==> config.mk <==
export PLATFORM = sky130hd
export DESIGN_NAME = alu_issue_sched
export DESIGN_NICKNAME = d
export VERILOG_FILES = /design/src/rtl/alu_issue_sched.sv
export SDC_FILE = /design/constraint.sdc
export NUM_CORES = 1
export LEC_CHECK = 0
export CORE_ASPECT_RATIO = 1.75
export CORE_MARGIN = 2
export CORE_UTILIZATION = 39
export CTS_BUF_LIST = sky130_fd_sc_hd__clkbuf_4 sky130_fd_sc_hd__clkbuf_8 sky130_fd_sc_hd__clkbuf_16
export DETAILED_ROUTE_END_ITERATION = 10
export PLACE_DENSITY = 0.81
export RECOVER_POWER = 100
export SYNTH_ARGS = -nofsm -noshare
export SYNTH_HDL_FRONTEND = slang
export SYNTH_SLANG_ARGS = --single-unit
==> constraint.sdc <==
create_clock -name clk -period 4.1 [get_ports clk]
set_clock_uncertainty 0.05 [all_clocks]
set_input_delay 1.025 -clock clk [delete_from_list [all_inputs] [get_ports clk]]
set_output_delay 1.025 -clock clk [all_outputs]
set_load 0.02 [all_outputs]
==> src/rtl/alu_issue_sched.sv <==
// Shares one combinational ALU between two requesters: round-robin issue, ARM
// condition check against the owned NZCV register, registered valid/ready response.
module alu_issue_sched #(
  parameter int         WIDTH    = 32,
  parameter logic [3:0] FLAG_RST = 4'b0000
) (
  input  logic             clk,
  input  logic             rst_n,
  input  logic             req0_valid,
  output logic             req0_ready,
  input  logic [3:0]       req0_cond,
  input  logic [7:0]       req0_cmd,
  input  logic [WIDTH-1:0] req0_a,
  input  logic [WIDTH-1:0] req0_b,
  input  logic             req1_valid,
  output logic             req1_ready,
  input  logic [3:0]       req1_cond,
  input  logic [7:0]       req1_cmd,
  input  logic [WIDTH-1:0] req1_a,
  input  logic [WIDTH-1:0] req1_b,
  output logic [WIDTH-1:0] alu_src1,
  output logic [WIDTH-1:0] alu_src2,
  output logic [7:0]       alu_ctrl_cmd,
  output logic [3:0]       alu_cur_flags,
  input  logic [WIDTH-1:0] alu_rd_out,
  input  logic [3:0]       alu_new_flags,
  output logic             rsp_valid,
  input  logic             rsp_ready,
  output logic             rsp_id,
  output logic [WIDTH-1:0] rsp_result,
  output logic             rsp_exec,
  output logic [3:0]       flags
);

  typedef enum logic [1:0] {IDLE, ISSUE, RESP} state_t;

  state_t           state, state_nxt;
  logic             rr_last;
  logic [3:0]       cond_p1;
  logic [7:0]       cmd_p1;
  logic [WIDTH-1:0] a_p1, b_p1;
  logic             id_p1;
  logic             accept_win, gnt_id, accept, pass;

  // Flags are ordered {N,Z,C,V}.
  function automatic logic cond_pass(input logic [3:0] c, input logic [3:0] f);
    logic n, z, cy, v;
    {n, z, cy, v} = f;
    case (c)
      4'h0:    return z;
      4'h1:    return !z;
      4'h2:    return cy;
      4'h3:    return !cy;
      4'h4:    return n;
      4'h5:    return !n;
      4'h6:    return v;
      4'h7:    return !v;
      4'h8:    return cy && !z;
      4'h9:    return !cy || z;
      4'hA:    return n == v;
      4'hB:    return n != v;
      4'hC:    return !z && (n == v);
      4'hD:    return z || (n != v);
      4'hE:    return 1'b1;
      default: return 1'b0;
    endcase
  endfunction

  // A new op may be taken while idle, or while the pending response is being consumed.
  always_comb begin
    accept_win = rst_n && ((state == IDLE) || ((state == RESP) && rsp_ready));
    gnt_id     = (req0_valid && req1_valid) ? !rr_last : req1_valid;
    accept     = accept_win && (req0_valid || req1_valid);
    req0_ready = accept && !gnt_id;
    req1_ready = accept && gnt_id;
    pass       = cond_pass(cond_p1, flags);
  end

  always_comb begin
    state_nxt = state;
    case (state)
      IDLE:    if (accept) state_nxt = ISSUE;
      ISSUE:   state_nxt = RESP;
      RESP:    if (rsp_ready) state_nxt = accept ? ISSUE : IDLE;
      default: state_nxt = IDLE;
    endcase
  end

  always_comb begin
    alu_src1      = '0;
    alu_src2      = '0;
    alu_ctrl_cmd  = '0;
    alu_cur_flags = flags;
    if (state == ISSUE) begin
      alu_src1     = a_p1;
      alu_src2     = b_p1;
      alu_ctrl_cmd = cmd_p1;
    end
  end

  always_ff @(posedge clk or negedge rst_n) begin
    if (!rst_n) state <= IDLE;
    else        state <= state_nxt;
  end

  // Stage p1: operand capture on accept; no reset needed, only consumed in ISSUE.
  always_ff @(posedge clk) begin
    if (accept) begin
      cond_p1 <= gnt_id ? req1_cond : req0_cond;
      cmd_p1  <= gnt_id ? req1_cmd  : req0_cmd;
      a_p1    <= gnt_id ? req1_a    : req0_a;
      b_p1    <= gnt_id ? req1_b    : req0_b;
      id_p1   <= gnt_id;
    end
  end

  // Stage p2: response and architectural flags, written at the end of ISSUE.
  always_ff @(posedge clk or negedge rst_n) begin
    if (!rst_n) begin
      rr_last    <= 1'b1;
      flags      <= FLAG_RST;
      rsp_valid  <= 1'b0;
      rsp_id     <= 1'b0;
      rsp_result <= '0;
      rsp_exec   <= 1'b0;
    end else begin
      if (accept) rr_last <= gnt_id;
      if (state == ISSUE) begin
        rsp_valid  <= 1'b1;
        rsp_id     <= id_p1;
        rsp_exec   <= pass;
        rsp_result <= pass ? alu_rd_out : '0;
        if (pass && cmd_p1[0]) flags <= alu_new_flags;
      end else if ((state == RESP) && rsp_ready) begin
        rsp_valid <= 1'b0;
      end
    end
  end

endmodule

==> results.sh <==
export IMPL_status="finished, violations left"
export IMPL_violations="max-capacitance violations, max-slew violations"
export IMPL_path_class="primary input to output pin"
export IMPL_yosysTopAreaCellShare=0.414
export IMPL_multi_input_area_um2=2060
export IMPL_final_nets=946
export IMPL_via_per_inst=4.92
export IMPL_hold_viol=0
export IMPL_final_cell_area_um2=9360
export IMPL_io_pins=310
export IMPL_yosysTopAreaCell="edfxtp_1"
export IMPL_total_power_w=0.00446
export IMPL_grt_use_met2=0.413
export IMPL_wl_mm=16.6
export IMPL_clock_fmax_mhz=253
export IMPL_rsz0062_at_grt="false"
export IMPL_nFillCells=1055
export IMPL_end_kind="output pin"
export IMPL_grt_start_max_net_pins=69
export IMPL_hold_buffers=0
export IMPL_tns_ns=0
export IMPL_hpwl_mm=12.6
export IMPL_gp_congestion=0.785
export IMPL_yosysWarnings=0
export IMPL_h_tree_depth=4
export IMPL_place_area_um2=8830
export IMPL_yosys_cell_types_count=34
export IMPL_grt_busiest_layer="met2"
export IMPL_hold_path_class="flop to flop"
export IMPL_synthToLayoutAreaGrowth_pct=67.6
export IMPL_cp_arrival_ns=2.88
export IMPL_drv_cap=3
export IMPL_synth_seq_cells=119
export IMPL_cp_max_fo=4
export IMPL_vias=4635
export IMPL_grt_util_all_layers=0.221
export IMPL_post_cts_resized=0
export IMPL_cts_clk_slew_worst_paths_ns=0.05
export IMPL_grt_pass1_vias=5143
export IMPL_mostFrequentLayoutCell="clkdlybuf4s50_1"
export IMPL_slew_violations=139
export IMPL_fin_crit_sh=0.964
export IMPL_grt_pass1_wl_mm=25.7
export IMPL_syn_area_um2=5580
export IMPL_ant_nets=0
export IMPL_firstDrtPassIters=5
export IMPL_maxSlewHeadroom=-0.432
export IMPL_cts_sinks=119
export IMPL_power_density_nw_per_um2=476
export IMPL_yosysSeqAreaShare=0.603
export IMPL_setup_viol_count_final=0
export IMPL_seq_area_um2=3360
export IMPL_synth_cells=450
export IMPL_drive_above_1_share=0.153
export IMPL_synth_area_leaders="edfxtp_1, dfrtp_1, mux2_2"
export IMPL_synth_area_per_cell_um2=12.4
export IMPL_grt_util_met1=0.212
export IMPL_syn_nets=643
export IMPL_start_util=0.401
export IMPL_io_buffer_count=309
export IMPL_rows=57
export IMPL_grt_ovfl_total=0
export IMPL_wl_per_cell_um=17.6
export IMPL_whs_ns=0.421
export IMPL_cts_setup_buffers=0
export IMPL_dieHeight_um=162
export IMPL_grtUsageMet3=0.0724
export IMPL_start_kind="primary input"
export IMPL_core_area_um2=13900
export IMPL_grt_antenna_before_repair=0
export IMPL_antennaDiodeCount=0
export IMPL_die_area_um2=15300
export IMPL_clk_path_buf_depth=2
export IMPL_layout_common_cells="clkdlybuf4s50_1, dlygate4sd3_1, edfxtp_1"
export IMPL_finalCriticalPeriod_ns=3.95
export IMPL_p_leak_nw=3.80
export IMPL_drc=0
export IMPL_drt_iter0_drc=153
export IMPL_dp_cells=911
export IMPL_vdd_drop_max_uv=271
export IMPL_tightest_slew_ns=2.15
export IMPL_clk_latency_ns=0.41
export IMPL_die_w_um=94.4
export IMPL_cp_required_ns=3.02
export IMPL_cts_inserted_buffers=17
export IMPL_root_buffer="clkbuf_16"
export IMPL_cts_tree="yes"
export IMPL_fin_cells=943
power by group:
part / internal (W) / leakage [nW] / total (W) / switching, W
registers: 0.00153 / 1.26 / 0.00166 / 0.000128
logic: 0.000673 / 2.25 / 0.00138 / 0.000711
clock network: 0.000857 / 0.291 / 0.00141 / 0.000553
cell usage after synthesis:
cell type  count
dfrtp_1       41
xnor2_1        1
nor3b_1        3
a2111oi_1      1
nor2b_4        1
xor2_1         2
a31oi_1        2
edfxtp_1      77
mux2_2        76
a21o_1         1
clkbuf_1      25
nand4b_1       1
nand2b_1       4
mux2_1         4
dfstp_2        1
nand3_1        1
buf_1          1
buf_4          4
or2_2          1
a211oi_1       1
a2bb2oi_1      1
o21ai_0       37
nand2_1       70
a21boi_1       1
nor2_1         3
nor4_4         1
nor2b_1        3
or4b_1         1
inv_1          3
nand3b_1       2
a21oi_1        3
o31ai_1        1
and2_1        72
buf_2          4
sequential cells by signal (all words and copies together) (netlist names):
name,count
rsp_valid,1
rr_last,1
id_p1,1
cmd_p1,8
cond_p1,4
rsp_result,32
state,2
b_p1,32
alu_cur_flags,4
a_p1,32
rsp_id,1
rsp_exec,1
final cells by class:
| class | count | share of cell area |
|---|---|---|
| multi-input combinational | 294 | 0.220 |
| inverter | 3 | 0.00134 |
| timing repair buffer | 318 | 0.335 |
| clock inverter | 12 | 0.00909 |
| tap | 177 | 0.0237 |
| sequential | 119 | 0.360 |
| clock buffer | 20 | 0.0516 |
metal layers:
layer / vias up / wire length [µm]
met4: 0 / 523
met2: 246 / 9210
li1: 2167 / -
met1: 2178 / 5340
met5: - / 0
met3: 44 / 1510
kinds of logic (layout without fill, tap and decap cells):
family	Yosys count	after routing	share of synthesized area
buffers and inverters	37	353	0.0285
muxes	80	80	0.161
DFF	119	119	0.603
AOI/OAI and AO/OA	48	48	0.0468
xor gates and xnor gates	3	3	0.00471
and+or+nand+nor	163	163	0.156
worst max-delay path, stage by stage:
cell and delay (ns):
clkdlybuf4s50_1 0.45, inv_1 0.05, nand2_1 0.08, nand3b_1 0.11, or2_2 0.37, nor2_1 0.13, clkdlybuf4s50_1 0.66
per-stage QoR:
step	worst slack, ns	util
final	0.148	0.673
after global routing	0.0843	0.673
after CTS	0.154	0.676
after detailed placement	0.169	0.635
after global placement	0.203	0.635
after floorplan	0.584	-
final timing paths:
kind | from | endpoint | slack [ns] | cells after the start
max reg2reg | alu_cur_flags[3]$_DFFE_PN0P_ | alu_cur_flags[1]$_DFFE_PN0P_ | 1.02 | 7
min in group asynchronous | rst_n | rsp_result[29]$_DFFE_PN0P_ | 1.34 | 2
min | id_p1$_DFFE_PP_ | rsp_id$_DFFE_PN0P_ | 0.42 | 2
max in group asynchronous | rst_n | alu_cur_flags[1]$_DFFE_PN0P_ | 1.43 | 2
max | rsp_ready | req0_ready | 0.15 | 7
min reg2reg | id_p1$_DFFE_PP_ | rsp_id$_DFFE_PN0P_ | 0.42 | 2
Power figures use the tool's default switching activity.
